[src/rtl/fifo_burst_reader_if.sv]
// Bundle between fifo_burst_reader, the short FIFO it drains and the stream sink.
// The master modport is the reader side; slave is the FIFO/sink side.
interface fifo_burst_reader_if #(
    parameter int dw = 8,
    parameter int aw = 4
);
    logic [dw-1:0] fifo_dout;
    logic          fifo_empty;
    logic [aw-1:0] fifo_count;
    logic          fifo_re;
    logic [dw-1:0] out_data;
    logic          out_valid;
    logic          out_ready;
    logic          out_first;
    logic          out_last;
    logic          busy;

    modport master (
        input  fifo_dout, fifo_empty, fifo_count, out_ready,
        output fifo_re, out_data, out_valid, out_first, out_last, busy
    );

    modport slave (
        output fifo_dout, fifo_empty, fifo_count, out_ready,
        input  fifo_re, out_data, out_valid, out_first, out_last, busy
    );
endinterface

[src/rtl/fifo_burst_reader.sv]
// Drains a short FIFO into a ready/valid stream in bursts of up to `burst` words,
// flushing a partial burst once the FIFO has sat non-empty for `timeout` cycles.
module fifo_burst_reader #(
    parameter int dw      = 8,
    parameter int aw      = 4,
    parameter int burst   = 4,
    parameter int timeout = 16
) (
    input  logic                clk,
    input  logic                rst_n,
    fifo_burst_reader_if.master bus
);
    localparam int rw = $clog2(burst + 1);
    localparam int tw = $clog2(timeout + 1);

    localparam logic [aw:0]   BURST_OCC = (aw + 1)'(burst);
    localparam logic [rw-1:0] BURST_N   = rw'(burst);
    localparam logic [tw-1:0] TMAX      = tw'(timeout);
    localparam logic [tw-1:0] TFIRE     = tw'(timeout - 1);

    typedef enum logic {IDLE, BURST} state_t;

    state_t        state, state_nx;
    logic [aw-1:0] occ;
    logic [tw-1:0] timer;
    logic [rw-1:0] remaining;
    logic [rw-1:0] n;
    logic          full_hit;
    logic          trigger;
    logic          load;
    logic          accept;

    logic [dw-1:0] data_q;
    logic          valid_q;
    logic          first_q;
    logic          last_q;

    always_comb begin
        // all-ones count wraps to occupancy 0
        occ      = bus.fifo_count + aw'(1);
        full_hit = ({1'b0, occ} >= BURST_OCC);
        n        = full_hit ? BURST_N : rw'(occ);
        trigger  = (state == IDLE) && !bus.fifo_empty && (full_hit || (timer == TFIRE));
        accept   = valid_q && bus.out_ready;
        load     = (state == IDLE) ? trigger
                 : ((!valid_q || bus.out_ready) && (remaining != '0) && !bus.fifo_empty);
        state_nx = state;
        case (state)
            IDLE:    if (trigger) state_nx = BURST;
            BURST:   if (accept && last_q) state_nx = IDLE;
            default: state_nx = IDLE;
        endcase
    end

    always_ff @(posedge clk or negedge rst_n) begin
        if (!rst_n) begin
            state     <= IDLE;
            timer     <= '0;
            remaining <= '0;
            data_q    <= '0;
            valid_q   <= 1'b0;
            first_q   <= 1'b0;
            last_q    <= 1'b0;
        end else begin
            state <= state_nx;

            if (state == BURST || trigger || bus.fifo_empty) begin
                timer <= '0;
            end else if (timer != TMAX) begin
                timer <= timer + tw'(1);
            end

            if (load) begin
                data_q  <= bus.fifo_dout;
                valid_q <= 1'b1;
                if (state == IDLE) begin
                    first_q   <= 1'b1;
                    last_q    <= (n == rw'(1));
                    remaining <= n - rw'(1);
                end else begin
                    first_q   <= 1'b0;
                    last_q    <= (remaining == rw'(1));
                    remaining <= remaining - rw'(1);
                end
            end else if (accept) begin
                valid_q <= 1'b0;
            end
        end
    end

    // Masked by rst_n so a full FIFO is never popped while reset is held.
    assign bus.fifo_re   = load && rst_n;
    assign bus.out_data  = data_q;
    assign bus.out_valid = valid_q;
    assign bus.out_first = first_q;
    assign bus.out_last  = last_q;
    assign bus.busy      = (state == BURST);
endmodule

[src/flat_wrapper.sv]
// flat-port wrapper written by rule: the top's interface ports become plain ports
module fifo_burst_reader_flat 
#(
    parameter int dw      = 8,
    parameter int aw      = 4,
    parameter int burst   = 4,
    parameter int timeout = 16
)
  (clk, rst_n, bus_fifo_dout, bus_fifo_empty, bus_fifo_count, bus_out_ready, bus_fifo_re, bus_out_data, bus_out_valid, bus_out_first, bus_out_last, bus_busy);
  fifo_burst_reader_if #(.dw(dw), .aw(aw)) bus_i ();
  input  logic clk;
  input  logic rst_n;
  input wire logic [$bits(bus_i.fifo_dout)-1:0] bus_fifo_dout;
  input wire logic [$bits(bus_i.fifo_empty)-1:0] bus_fifo_empty;
  input wire logic [$bits(bus_i.fifo_count)-1:0] bus_fifo_count;
  input wire logic [$bits(bus_i.out_ready)-1:0] bus_out_ready;
  output wire logic [$bits(bus_i.fifo_re)-1:0] bus_fifo_re;
  output wire logic [$bits(bus_i.out_data)-1:0] bus_out_data;
  output wire logic [$bits(bus_i.out_valid)-1:0] bus_out_valid;
  output wire logic [$bits(bus_i.out_first)-1:0] bus_out_first;
  output wire logic [$bits(bus_i.out_last)-1:0] bus_out_last;
  output wire logic [$bits(bus_i.busy)-1:0] bus_busy;
  assign bus_i.fifo_dout = bus_fifo_dout;
  assign bus_i.fifo_empty = bus_fifo_empty;
  assign bus_i.fifo_count = bus_fifo_count;
  assign bus_i.out_ready = bus_out_ready;
  assign bus_fifo_re = bus_i.fifo_re;
  assign bus_out_data = bus_i.out_data;
  assign bus_out_valid = bus_i.out_valid;
  assign bus_out_first = bus_i.out_first;
  assign bus_out_last = bus_i.out_last;
  assign bus_busy = bus_i.busy;
  fifo_burst_reader #(.dw(dw), .aw(aw), .burst(burst), .timeout(timeout)) u_core (.clk(clk), .rst_n(rst_n), .bus(bus_i));
endmodule
[config.mk]
export PLATFORM = sky130hd
export DESIGN_NAME = fifo_burst_reader_flat
export DESIGN_NICKNAME = d
export VERILOG_FILES = /design/src/rtl/fifo_burst_reader_if.sv /design/src/rtl/fifo_burst_reader.sv /design/src/flat_wrapper.sv
export SDC_FILE = /design/constraint.sdc
export NUM_CORES = 1
export LEC_CHECK = 0
export CAP_MARGIN = 20
export CORE_ASPECT_RATIO = 1.4
export CORE_MARGIN = 2
export CORE_UTILIZATION = 40
export DETAILED_ROUTE_END_ITERATION = 7
export DONT_BUFFER_PORTS = 1
export MAX_ROUTING_LAYER = met4
export PLACE_DENSITY_LB_ADDON = 0.08
export REMOVE_ABC_BUFFERS = 1
export SYNTH_ARGS = -nofsm -noshare
export SYNTH_HDL_FRONTEND = slang
export SYNTH_SLANG_ARGS = --single-unit
[constraint.sdc]
create_clock -name clk -period 3.47 [get_ports clk]
set_clock_uncertainty 0.2 [all_clocks]
set_input_delay 0.1735 -clock clk [delete_from_list [all_inputs] [get_ports clk]]
set_output_delay 0.1735 -clock clk [all_outputs]
set_load 0.03 [all_outputs]
==> results of run 1 <==
[area by class of cell]
class / count / area (um^2) / share of cell area [%]
inverter: 12 / 45.0 / 3.34
tap: 37 / 46.3 / 3.43
multi-input combinational: 72 / 607 / 44.9
timing repair buffer: 11 / 110 / 8.16
sequential: 20 / 500 / 37.1
clock buffer: 3 / 41.3 / 3.06
[kinds of logic (layout without fill, tap and decap cells)]
family          count (synthesis)  after routing
compound gates                 17             17
xor+xnor                        3              3
buf+inv                        15             26
simple gates                   31             31
fa+ha+maj                       8              8
mux                            13             13
flops                          20             20
[registers in the layout, summed over array words and instances (netlist names)]
signal,count
u_core.bus.out_data,8
u_core.timer,5
u_core.remaining,3
u_core.bus.out_last,1
u_core.bus.out_first,1
u_core.bus.out_valid,1
u_core.bus.busy,1
[worst max-delay path: stages (launching register included)]
cell and delay (ps):
dfrtp_1 400, ha_1 230, and3_1 190, ha_1 240
or4b_4 550, o311a_4 160, nor2_8 260, nor2b_1 210
[path summary, 6_finish.rpt]
| check | start | end | slack [ps] |
|---|---|---|---|
| worst min register to register | u_core.remaining[0] | u_core.remaining[0] | 330 |
| worst max-delay path | u_core.timer[0] | bus_fifo_re | 590 |
| max in group asynchronous | rst_n | u_core.timer[2] | 2250 |
| min in group asynchronous | rst_n | u_core.bus.out_data[1] | 280 |
| worst min-delay path | bus_fifo_empty | u_core.remaining[2] | 60 |
| worst max register to register | u_core.timer[0] | u_core.bus.out_data[0] | 760 |
[cell usage after synthesis, drive strengths merged, types with 2 or more instances]
| cell type | instances |
|---|---|
| or2 | 2 |
| o21ai | 4 |
| mux2i | 4 |
| nor3 | 2 |
| inv | 12 |
| nor2 | 9 |
| nor2b | 2 |
| nand2 | 7 |
| buf | 2 |
| ha | 8 |
| dfrtp | 20 |
| xnor2 | 2 |
| mux2 | 9 |
| and3 | 2 |
| nand3 | 3 |
| a21oi | 2 |
[layer usage]
layer / routed length [um] / vias to the layer above / global-route usage, %
met5: 0 / - / -
met4: 36 / 0 / 7.29
met3: 159 / 4 / 1.97
met2: 1020 / 29 / 22.7
met1: 896 / 395 / 18.1
li1: - / 393 / -
[power breakdown]
group / internal, uW / switching, uW
clock: 77.2 / 72.1
sequential: 316 / 207
combinational: 153 / 124
[stage by stage]
stage	total power, uW	std cells	hold WS, ps
floorplan	741	104	-322
global placement	789	141	-322
detailed placement	797	141	-322
CTS	965	155	59.1
global route	1010	155	67.8
finish	950	155	61.7
==> flow_metrics.tcl, run 1 <==
set metrics [dict create \
    cp-end-kind "output pin" \
    p_per_area_nw_per_um2 704 \
    ios 29 \
    cts_buffers 3 \
    setup.worst_path.start_class "flop" \
    yosysTopAreaCellShare_pct 42.4 \
    n_antenna_cell 0 \
    avgSynthCellArea_um2 11.0 \
    power.leakage_uw 0.000602 \
    clock_sinks 20 \
    initial_core_util_pct 41.5 \
    ant_nets 0 \
    utilization_pct 47.4 \
    gr-total-overflow 0 \
    place_congestion 0.676 \
    num_vias 821 \
    ys_top_cells_by_area "dfrtp_1, ha_1, mux2_4, mux2_2, inv_1" \
    cp_data_arrival_time_ps 2500 \
    worstSetupPathType "reg -> out" \
    drt-pass1-iter-count 4 \
    htree_levels 1 \
    fin_crit_ps 2880 \
    rows 23 \
    timing.fmax_mhz 348 \
    synth_top_family_by_area "simple AND/OR/NAND/NOR gates" \
    syn_area_um2 1180 \
    synth_xor_area_share_pct 2.22 \
    vdd_drop_max_v 0.000412 \
    path_max_fanout 14 \
    dieHeight_um 68.3 \
    viasPerCell 5.30 \
    synth-seq-cells 20 \
    max_cap_viol_count 0 \
    hp-class "in -> reg" \
    grtUsageTotal_pct 14.3 \
    reg2regPathDepth 7 \
    whs_path_depth 2 \
    yosys.area_share.simple_pct 15.1 \
    place_area_um2 1200 \
    drtIter0Drc 9 \
    grt_pass1_vias 800 \
    ys_warn_count 0 \
    dpl_worst_slack_ps 750 \
    clockRootBuffer "clkbuf_8" \
    maxSlewHeadroom_pct 41.2 \
    final_cell_area_um2 1350 \
    synth_ff_type "dfrtp_1" \
    status "finished clean" \
    cts_tree "built" \
    grt_first_pass_wirelength_um 3550 \
    clkSlewWorstSetupHoldPaths_ps 70 \
    ys_types 37 \
    synth-compound-area-share_pct 12.3 \
    syn_inst 107 \
    mostFrequentLayoutCells "dfrtp_1, inv_1, dlygate4sd3_1" \
    rsz0062_at_grt "no" \
    fill_cells 264 \
    required_ps 3100 \
    cts_resized 0 \
    hold_viol 0 \
    routed_wl_um 2110 \
    fin_nets 144 \
    tns_ps 0 \
    cts_setup_buffers 0 \
    synthArstFlopShare_pct 100 \
    finalCritPeriodShare_pct 82.9 \
    clock_path_buffers 2 \
    clk_latency_ps 260 \
    antenna_found_initial 0 \
    synth_area_leader_cell "dfrtp_1" \
    cts_hold_buf 11 \
    worstMarginPinSlew_ps 879 \
    fp.dieW_um 49.9 \
    maxSlewViolCount 0 \
    synth-edff-count 0 \
    die_area_um2 3410 \
    routedWlPerCell_um 13.6 \
    synthMuxAreaShare_pct 13.2 \
    io_buffers 0 \
    setup_viol_count_final 0 \
    layout-drive-gt1-share_pct 15.3 \
    synth-adder-area-share_pct 8.47 \
    grt_max_degree 21 \
    layout_setup_ws_ps 595 \
    route.detailed.drc 0 \
    mostFrequentLayoutCell "dfrtp_1" \
    ys_seq_area_share_pct 42.4 \
    place_hpwl_um 1570 \
    area_delta_synth_final_pct 14.3 \
    core_area_um2 2850 \
]
(Power assumes the default switching activity.)
==> inputs of run 2 (changes only) <==
Settings changed: ABC_AREA from default to 1.
Clock period 3.47 ns to 2.7 ns, I/O delays scaled along.
==> flow_metrics.tcl, run 2 <==
set metrics [dict create \
    clkSlewWorstSetupHoldPaths_ps 120 \
    grt_pass1_vias 1001 \
    maxSlewHeadroom_pct 41.1 \
    yosys.area_share.simple_pct 31.4 \
    grt_first_pass_wirelength_um 4390 \
    synth_area_leader_cell "dfrtp_1" \
    setup.worst_path.start_class "flop" \
    ys_warn_count 0 \
    hold_ws_ps 29.9 \
    status "finished clean" \
    fin_crit_ps 2310 \
    worstMarginPinSlew_ps 880 \
    die_area_um2 3280 \
    regArea_um2 500 \
    fill_cells 270 \
    synthArstFlopShare_pct 100 \
    largest_reg_flops 8 \
    dieHeight_um 67.0 \
    grt_max_degree 21 \
    clock_sinks 20 \
    maxSlewViolCount 0 \
    max_cap_viol_count 0 \
    multiInputGateArea_um2 524 \
    routed_wl_um 2310 \
    place_congestion 0.849 \
    drtIter0Drc 16 \
    area_delta_synth_final_pct 17.2 \
    ys_types 21 \
    hold_viol 0 \
    initial_core_util_pct 42.4 \
    antenna_found_initial 0 \
    syn_area_um2 1130 \
    grtUsageTotal_pct 17.6 \
    ys_seq_area_share_pct 44.2 \
    mostFrequentLayoutCells "nand2_1, inv_1, nand3_1, dfrtp_1, dlygate4sd3_1" \
    num_vias 948 \
    ant_nets 0 \
    cts_tree "built" \
    synth_ff_type "dfrtp_1" \
    io_buffers 0 \
    synthMuxAreaShare_pct 0.884 \
    htree_levels 1 \
    route.detailed.drc 0 \
    synth_top_family_by_area "simple AND/OR/NAND/NOR gates" \
    setup_viol_count_final 0 \
    ys_top_cells_by_area "dfrtp_1, nand2_1, ha_1, nand3_1, inv_1" \
    p_comb_share_pct 34.4 \
    seqPwrFrac_pct 52.5 \
    syn_inst 144 \
    synth-edff-count 0 \
    synth-adder-area-share_pct 8.84 \
    place_hpwl_um 1670 \
    mostFrequentLayoutCell "nand2_1" \
    synth-compound-area-share_pct 3.65 \
    rows 22 \
    drt-pass1-iter-count 4 \
    p_per_area_nw_per_um2 992 \
    clockRootBuffer "clkbuf_4" \
    path_max_fanout 13 \
    switching_power_uw 641 \
    cp_data_arrival_time_ps 1980 \
    yosysMostFrequentCell "nand2_1" \
    worstSetupPathType "reg -> out" \
    synth_top_cells_by_count "nand2_1, dfrtp_1, inv_1, nand3_1, nor2_1" \
    cts_resized 0 \
    power.leakage_uw 0.000718 \
    viasPerCell 4.86 \
    power.share.clock_pct 13.1 \
    rsz0062_at_grt "no" \
    tns_ps 0 \
    timing.fmax_mhz 433 \
    avgSynthCellArea_um2 7.86 \
    gr-total-overflow 0 \
    fp.dieW_um 49.0 \
    required_ps 2370 \
    core_area_um2 2670 \
    clk_latency_ps 300 \
    hp-class "in -> reg" \
    routedWlPerCell_um 11.9 \
    ios 29 \
    finalCritPeriodShare_pct 85.6 \
    synth_xor_area_share_pct 1.55 \
    yosysTopAreaCellShare_pct 44.2 \
    fin_nets 184 \
    vdd_drop_max_v 0.000657 \
    layout-drive-gt1-share_pct 8.81 \
    cp-end-kind "output pin" \
    n_antenna_cell 0 \
    clock_path_buffers 2 \
    p_int_uw 675 \
    synth-seq-cells 20 \
    p_sw_share_pct 48.7 \
    cts_buffers 3 \
]
run 2: cell types whose count changed after synthesis, sizes merged, moves of 2 or more:
cell,delta
nand2,+39
nand3,+18
inv,+9
mux2,-9
mux2i,-3
and3,-2
nor2b,-2
xnor2,-2
run 2: layout make-up:
cell class,count,share of cell area (%)
clock buffer,4,2.73
multi-input combinational,99,39.5
sequential,20,37.7
inverter,21,5.94
tap,36,3.39
timing repair buffer,15,10.7
run 2: path summary, 6_finish.rpt:
kind	end	slack, ps	depth (start not counted)	start
setup / recovery	bus_fifo_re	390	9	u_core.timer[0]
hold reg to reg	u_core.remaining[1]	320	2	u_core.remaining[1]
setup reg to reg	u_core.bus.out_valid	860	8	u_core.timer[0]
hold / removal	u_core.bus.busy	30	4	bus_fifo_empty
max in group asynchronous	u_core.bus.out_valid	1560	1	rst_n
min in group asynchronous	u_core.bus.out_data[4]	180	1	rst_n
run 2: through the flow:
step                total power [uW]  util (%)  instance area [um^2]  cells  setup WS, ps
floorplan                       1000         -                  1100    140           487
global placement                1130      43.9                  1170    179           766
detailed placement              1140      43.9                  1170    179           711
CTS                             1330      49.7                  1330    195           368
global route                    1450      49.7                  1330    195           202
finish                          1320      49.7                  1330    195           389
run 2: worst max-delay path, cell delays in order, from the launching register on:
cell	delay (ps)
dfrtp_1	430
ha_1	220
nand2_1	90
nor2_1	50
ha_1	200
o21ai_4	170
nand2_2	190
inv_1	130
nor2_1	50
buf_4	160
run 2: logic make-up (layout without fill, tap and decap cells):
| kind of cell | after synthesis | in the layout |
|---|---|---|
| compound gates | 6 | 6 |
| fa+ha+maj | 8 | 8 |
| flops | 20 | 20 |
| mux | 1 | 1 |
| xor+xnor | 2 | 2 |
| buf+inv | 25 | 40 |
| simple gates | 82 | 82 |
run 2: power groups by stage:
stage,combinational (uW),sequential (uW),clock (uW)
5_1_grt,542,712,192
4_1_cts,462,693,176
3_5_place_dp,441,698,0
6_report,453,691,172
2_1_floorplan,335,669,0
3_3_place_gp,432,694,0
run 2: repair_timing:
action	in CTS	in global routing
hold endpoints to repair	37	0
endpoints found under the setup margin	0	0
setup buffers	0	0
hold buffers	12	0
run 2: per-layer routing:
metal / wire length, um / up-vias / GRT usage, %
met4: 23 / 0 / 7.86
met5: 0 / - / -
met1: 1140 / 440 / 22.5
met2: 1030 / 26 / 28.3
li1: - / 480 / -
met3: 122 / 2 / 2.02
